$ cat src/rtl/grid_readout_if.sv
`default_nettype none
// +----------------------------------------------------------------------------+
// | Module      : grid_readout_if                                              |
// | Description : Snapshot input and row-stream handshake of grid_readout.     |
// |               ROW_PARITY exists only with GRID_READOUT_PARITY_EN.          |
// | Revision    : 1.0                                                          |
// +----------------------------------------------------------------------------+
interface grid_readout_if #(
    parameter int DATA_SIZE = 64,
    parameter int ROW_WIDTH = 8
);
    localparam int c_rows  = DATA_SIZE / ROW_WIDTH;
    localparam int c_idx_w = $clog2(c_rows);

    logic [DATA_SIZE-1:0] mem_in;
    logic                 start;
    logic                 row_ready;
    logic                 row_valid;
    logic [ROW_WIDTH-1:0] row_data;
    logic [c_idx_w-1:0]   row_index;
    logic                 busy;
    logic                 frame_done;
`ifdef GRID_READOUT_PARITY_EN
    logic                 row_parity;

    modport master (
        input  mem_in, start, row_ready,
        output row_valid, row_data, row_index, busy, frame_done, row_parity
    );
    modport slave (
        output mem_in, start, row_ready,
        input  row_valid, row_data, row_index, busy, frame_done, row_parity
    );
`else
    modport master (
        input  mem_in, start, row_ready,
        output row_valid, row_data, row_index, busy, frame_done
    );
    modport slave (
        output mem_in, start, row_ready,
        input  row_valid, row_data, row_index, busy, frame_done
    );
`endif
endinterface
`default_nettype wire

$ cat src/rtl/grid_readout.sv
`default_nettype none
// +----------------------------------------------------------------------------+
// | Module      : grid_readout                                                 |
// | Description : Snapshots the generation word on start and streams it out   |
// |               row by row, lowest row first. Option: GRID_READOUT_PARITY_EN |
// | Revision    : 1.0                                                          |
// +----------------------------------------------------------------------------+
module grid_readout #(
    parameter int DATA_SIZE = 64,
    parameter int ROW_WIDTH = 8
) (
    input  wire logic      clk,
    input  wire logic      reset,
    grid_readout_if.master bus
);
    localparam int c_rows  = DATA_SIZE / ROW_WIDTH;
    localparam int c_idx_w = $clog2(c_rows);
    localparam logic [c_idx_w-1:0] c_last_row = c_idx_w'(c_rows - 1);

    localparam logic [1:0] c_st_idle = 2'd0;
    localparam logic [1:0] c_st_send = 2'd1;
    localparam logic [1:0] c_st_done = 2'd2;

    logic [1:0]                       r_state;
    logic [c_rows-1:0][ROW_WIDTH-1:0] r_snapshot;
    logic [c_idx_w-1:0]               r_count;
    logic                             w_xfer;
    logic                             w_last;

    assign w_xfer = (r_state == c_st_send) && bus.row_ready;
    assign w_last = (r_count == c_last_row);

    // The snapshot decouples the frame from later memory writes.
    always_ff @(posedge clk) begin
        if (reset) begin
            r_state    <= c_st_idle;
            r_snapshot <= '0;
            r_count    <= '0;
        end else begin
            case (r_state)
                c_st_idle: begin
                    if (bus.start) begin
                        r_snapshot <= bus.mem_in;
                        r_count    <= '0;
                        r_state    <= c_st_send;
                    end
                end
                c_st_send: begin
                    if (w_xfer) begin
                        if (w_last) begin
                            r_state <= c_st_done;
                        end else begin
                            r_count <= r_count + 1'b1;
                        end
                    end
                end
                c_st_done: r_state <= c_st_idle;
                default:   r_state <= c_st_idle;
            endcase
        end
    end

    assign bus.row_valid  = (r_state == c_st_send);
    assign bus.busy       = (r_state == c_st_send) || (r_state == c_st_done);
    assign bus.frame_done = (r_state == c_st_done);
    assign bus.row_data   = r_snapshot[r_count];
    assign bus.row_index  = r_count;

`ifdef GRID_READOUT_PARITY_EN
    logic r_parity;

    // Parity tracks the row that will be presented next, and is cleared outside SEND.
    always_ff @(posedge clk) begin
        if (reset) begin
            r_parity <= 1'b0;
        end else begin
            case (r_state)
                c_st_idle: begin
                    if (bus.start) begin
                        r_parity <= ^bus.mem_in[ROW_WIDTH-1:0];
                    end
                end
                c_st_send: begin
                    if (w_xfer) begin
                        r_parity <= w_last ? 1'b0 : ^r_snapshot[r_count + 1'b1];
                    end
                end
                default: r_parity <= 1'b0;
            endcase
        end
    end

    assign bus.row_parity = r_parity;
`endif
endmodule
`default_nettype wire

$ cat src/flat_wrapper.sv
// flat-port wrapper written by rule: the top's interface ports become plain ports
module grid_readout_flat 
#(
    parameter int DATA_SIZE = 64,
    parameter int ROW_WIDTH = 8
)
  (clk, reset, bus_mem_in, bus_start, bus_row_ready, bus_row_valid, bus_row_data, bus_row_index, bus_busy, bus_frame_done);
  grid_readout_if #(.DATA_SIZE(DATA_SIZE), .ROW_WIDTH(ROW_WIDTH)) bus_i ();
  input  wire logic clk;
  input  wire logic reset;
  input wire logic [$bits(bus_i.mem_in)-1:0] bus_mem_in;
  input wire logic [$bits(bus_i.start)-1:0] bus_start;
  input wire logic [$bits(bus_i.row_ready)-1:0] bus_row_ready;
  output wire logic [$bits(bus_i.row_valid)-1:0] bus_row_valid;
  output wire logic [$bits(bus_i.row_data)-1:0] bus_row_data;
  output wire logic [$bits(bus_i.row_index)-1:0] bus_row_index;
  output wire logic [$bits(bus_i.busy)-1:0] bus_busy;
  output wire logic [$bits(bus_i.frame_done)-1:0] bus_frame_done;
  assign bus_i.mem_in = bus_mem_in;
  assign bus_i.start = bus_start;
  assign bus_i.row_ready = bus_row_ready;
  assign bus_row_valid = bus_i.row_valid;
  assign bus_row_data = bus_i.row_data;
  assign bus_row_index = bus_i.row_index;
  assign bus_busy = bus_i.busy;
  assign bus_frame_done = bus_i.frame_done;
  grid_readout #(.DATA_SIZE(DATA_SIZE), .ROW_WIDTH(ROW_WIDTH)) u_core (.clk(clk), .reset(reset), .bus(bus_i));
endmodule
$ cat config.mk
export PLATFORM = sky130hd
export DESIGN_NAME = grid_readout_flat
export DESIGN_NICKNAME = d
export VERILOG_FILES = /design/src/rtl/grid_readout_if.sv /design/src/rtl/grid_readout.sv /design/src/flat_wrapper.sv
export SDC_FILE = /design/constraint.sdc
export NUM_CORES = 1
export LEC_CHECK = 0
export CAP_MARGIN = 20
export CORE_MARGIN = 5
export CORE_UTILIZATION = 36
export CTS_BUF_LIST = sky130_fd_sc_hd__clkbuf_4 sky130_fd_sc_hd__clkbuf_8
export DETAILED_ROUTE_END_ITERATION = 8
export GPL_ROUTABILITY_DRIVEN = 0
export HOLD_SLACK_MARGIN = 0.12
export SLEW_MARGIN = 15
export SYNTH_ARGS = -nofsm -noshare
export SYNTH_HDL_FRONTEND = slang
export SYNTH_SLANG_ARGS = --single-unit
$ cat constraint.sdc
create_clock -name clk -period 3.8 [get_ports clk]
set_clock_uncertainty 0.05 [all_clocks]
set_input_delay 0.38 -clock clk [delete_from_list [all_inputs] [get_ports clk]]
set_output_delay 0.38 -clock clk [all_outputs]
set_load 0.005 [all_outputs]
**After elaboration in Yosys (flattened, before gate mapping)**

Index checks and enable logic that the tools add are counted.

- Add/sub/neg operators: 1
- $lt $le $gt $ge: 1
- Equality and inequality tests: 7
- Muxes and demuxes: 10
- Reduce and logical (&&, ||, !) cells: 7

Operators with widths:

| cell | count |
|---|---|
| $bmux 8 s3 | 1 |
| $mux 3 | 3 |
| $mux 8 | 1 |
| $mux 2 | 3 |
| $pmux 3 s2 | 1 |
| $lt 3x4->1 const B | 1 |
| $ne 2x1->1 const B | 2 |
| $ne 2x2->1 const B | 2 |
| $pmux 2 s2 | 1 |
| $reduce_and 4->1 | 1 |
| $add 3x1->3 const B | 1 |
| $eq 3x3->1 const B | 1 |
| $reduce_and 3->1 | 1 |
| $eq 2x1->1 const B | 1 |
| $eq 2x2->1 const B | 1 |
| $logic_not 2->1 | 1 |
| $reduce_and 2->1 | 1 |
| $reduce_bool 2->1 | 1 |
| $logic_and 1x1->1 | 1 |
| $logic_or 1x1->1 | 1 |

- Bits in registers: 69
- Input port bits: 68
- Output and inout port bits: 14
- Logic and storage cells: 36

**Depth between registers and ports, before layout**

- Depth in word-level cells: 4
- Mapped depth: 7

**Least setup slack after synthesis**

No wires, ideal clock.

- Kind: reg-to-output
- Start: register u_core.r_count[0], in the netlist u_core.bus.row_index[0]
- End: output port bus_row_data[3]
- Arrival time: 1.392 ns
- Setup slack: 1.978 ns
- Stages on the path, launching flop included: 5
- Path buffers: 2
- Cells stage by stage: dfxtp_1 -> buf_6 -> buf_12 -> mux4_2 -> mux2_4

- Longest elaborated chain between the ends: 2

RTL lines:

| what | line | source |
|---|---|---|
| from (decl) | grid_readout.sv:26 | `logic [c_idx_w-1:0] r_count;` |
| from (signal assigned) | grid_readout.sv:53 | `r_count <= r_count + 1'b1;` |
| $bmux 8 s3 | grid_readout.sv:66 | `assign bus.row_data = r_snapshot[r_count];` |
| $mux 8 (implied by the code) | grid_readout.sv:66 |  |
| to (decl) | flat_wrapper.sv:15 | `output wire logic [$bits(bus_i.row_data)-1:0] bus_row_data;` |

No other way between the ends. The select of a mux whose other input is x is not followed.

**Final worst setup path**

- Start: register u_core.r_count[0], in the netlist u_core.bus.row_index[0]
- End: output port bus_row_data[1]

The elaborated chain is that of the path after synthesis.

==> flow_summary.json <==
{
  "ys.flop_type": "dfxtp_1",
  "multi_input_area_um2": 1555,
  "grt_use_total_pct": 15.52,
  "cp_slowest_cell": "dfxtp_1",
  "worstSetupPathType": "reg2out",
  "coreArea_um2": 8258,
  "clk_pin_slew_ns": 0.07,
  "die_w_um": 102.2,
  "drt_iter0_drc": 73,
  "grt_remaining_overflow": 0,
  "fin_crit_sh_pct": 83.05,
  "cts_resized": 0,
  "final-setup-viol-count": 0,
  "hold_violations": 0,
  "comb_power_share_pct": 24.6,
  "hp-class": "in2reg",
  "path_cells": "mux4_1 > mux2_2 > clkdlybuf4s50_1",
  "worst_slack_ns": 0.6439,
  "power_frac_clock_pct": 30.5,
  "fin_cells": 520,
  "slowest_delay_ns": 0.98,
  "finalSetupTns_ns": 0,
  "cp-end-kind": "primary output",
  "via_per_inst": 4.938,
  "dieArea_um2": 10440,
  "port_buffers": 81,
  "seqCellArea_um2": 1381,
  "yosysTopAreaCell": "dfxtp_1",
  "die_h_um": 102.2,
  "wl_um": 7771,
  "clock_sinks": 69,
  "final_max_slew_viol_count": 0,
  "synth_most_common_cell": "nand2_1",
  "arrival_ns": 2.73,
  "drtPass1Iterations": 4,
  "areaGrowthSynthToFinish_pct": 33.81,
  "netlist_instances": 342,
  "num_rows": 33,
  "n_fill_cell": 819,
  "power.density_nw_per_um2": 475.3,
  "max-slew-margin-rel_pct": 33.56,
  "ctsHoldBuffers": 0,
  "cts-root-buf": "clkbuf_8",
  "initial_core_util_pct": 37.06,
  "grt_pass1_vias": 2580,
  "async_reset_ff_share_pct": 0,
  "post-place-ws_ns": 0.9734,
  "antenna_cells": 0,
  "cts_setup_buffers": 0,
  "p_sw_share_pct": 29.91,
  "grt_max_degree": 65,
  "cts_buffer_depth": 2,
  "drt-wirelength-per-cell_um": 14.94,
  "p_leak_nw": 1.545,
  "post-place-cells": 504,
  "layout-drive-gt1-share_pct": 8.675,
  "irDropWorstVdd_mv": 0.2311,
  "synth.avg_cell_area_um2": 8.949,
  "clock.fmax_mhz": 316.8,
  "critPathTopFamily": "flip-flops",
  "ys_seq_area_share_pct": 45.13,
  "finalCriticalPeriod_ns": 3.156,
  "worstPathRequired_ns": 3.37,
  "setup.worst_path.start_class": "flop",
  "path_max_fanout": 20,
  "pin_count": 82,
  "ys_ff_latch": 69,
  "netlist_area_um2": 3060,
  "htree_levels": 3,
  "holdWs_ns": 0.4009,
  "maxCapViolations": 0,
  "synth_top_area_share_pct": 45.13,
  "synth-edff-count": 0,
  "synth_common_cells": "nand2_1, dfxtp_1, a21oi_1, clkbuf_1, mux4_1",
  "synth_nets": 416,
  "clk_latency_ns": 0.34,
  "fin_util_pct": 49.59,
  "stdcell_area_um2": 4095,
  "ant_nets": 0,
  "placed_cell_area_um2": 3891,
  "cts_tree": "done",
  "path_buf_inv": 1,
  "grt_pass1_wl_um": 12540,
  "sequentialPowerShare_pct": 44.9,
  "antenna_found_initial": 0,
  "yosys_warnings": 0,
  "rsz0062_at_grt": "false",
  "p_int_mw": 1.364,
  "synth_area_leaders": "dfxtp_1, nand2_1, a21oi_1",
  "drc": 0,
  "final_nets": 484,
  "finalPower_mw": 1.947,
  "cts_buffers": 9,
  "hpwl_um": 5535,
  "status": "finished clean",
  "vias": 2568,
  "p_sw_uw": 582.3,
  "synth_cell_types": 25,
  "worstMarginPinSlew_ns": 0.9952
}
## kinds of logic (layout without fill, tap and decap cells)
group	Yosys count	after routing	share of synthesized area [%]
buffers and inverters	28	101	4.334
flip-flops	69	69	45.13
multiplexers	28	28	17.99
adder cells (fa/ha/maj)	6	6	2.453
AO/OA/AOI/OAI	67	67	11.20
AND/OR/NAND/NOR	144	144	18.89
## power groups by stage
stage,registers (mW),clock network (mW),logic [mW]
floorplan,0.852,0,0.336
global placement,0.890,0,0.477
detailed placement,0.892,0,0.483
CTS,0.876,0.606,0.486
global route,0.886,0.642,0.538
finish,0.873,0.594,0.479
## cell type report
class                   count  share of cell area, %
clock buffers               9                  3.025
clock inverters             7                  1.833
inverters                   2                 0.1833
multi-input cells         245                  37.98
flip-flops and latches     69                  33.73
well taps                 105                  3.208
repair buffers             83                  20.04
## state kept, by name (all words and copies together), names as in the netlist
| name | flops |
|---|---|
| u_core.r_snapshot | 64 |
| u_core.bus.row_index | 3 |
| u_core.r_state | 2 |
## layout by cell type (no fill, tap or decap), types with 3 or more instances in the layout
master / count
clkdlybuf4s50_1: 80
a21oi_1: 65
clkinvlp_4: 3
ha_1: 6
clkbuf_8: 9
nand2_1: 129
mux2_4: 5
mux2_2: 3
mux4_1: 11
dfxtp_1: 69
nand2b_1: 5
mux4_2: 5
mux2i_1: 4
## per-layer routing
layer / wire (µm) / track usage, % / up-vias / part of all wire [%]
met3: 386 / 4.164 / 8 / 5.0
met1: 3424 / 18.83 / 1201 / 44
met5: 0 / 0 / - / 0
met2: 3879 / 27.14 / 68 / 50
met4: 80 / 4.238 / 0 / 1.0
li1: - / - / 1291 / -
## worst paths after layout
path,slack [ns],from,to,cells past startpoint
setup / recovery,0.64,u_core.bus.row_index[0]$_SDFFE_PP0P_,bus_row_data[1],3
hold reg to reg,0.40,u_core.r_snapshot[29]$_SDFFE_PP0P_,u_core.r_snapshot[29]$_SDFFE_PP0P_,2
hold / removal,0.40,reset,u_core.r_snapshot[29]$_SDFFE_PP0P_,2
setup reg to reg,1.71,u_core.r_state[0]$_SDFFE_PP0P_,u_core.r_snapshot[8]$_SDFFE_PP0P_,6
No activity file was read; power rests on OpenSTA's default activity.
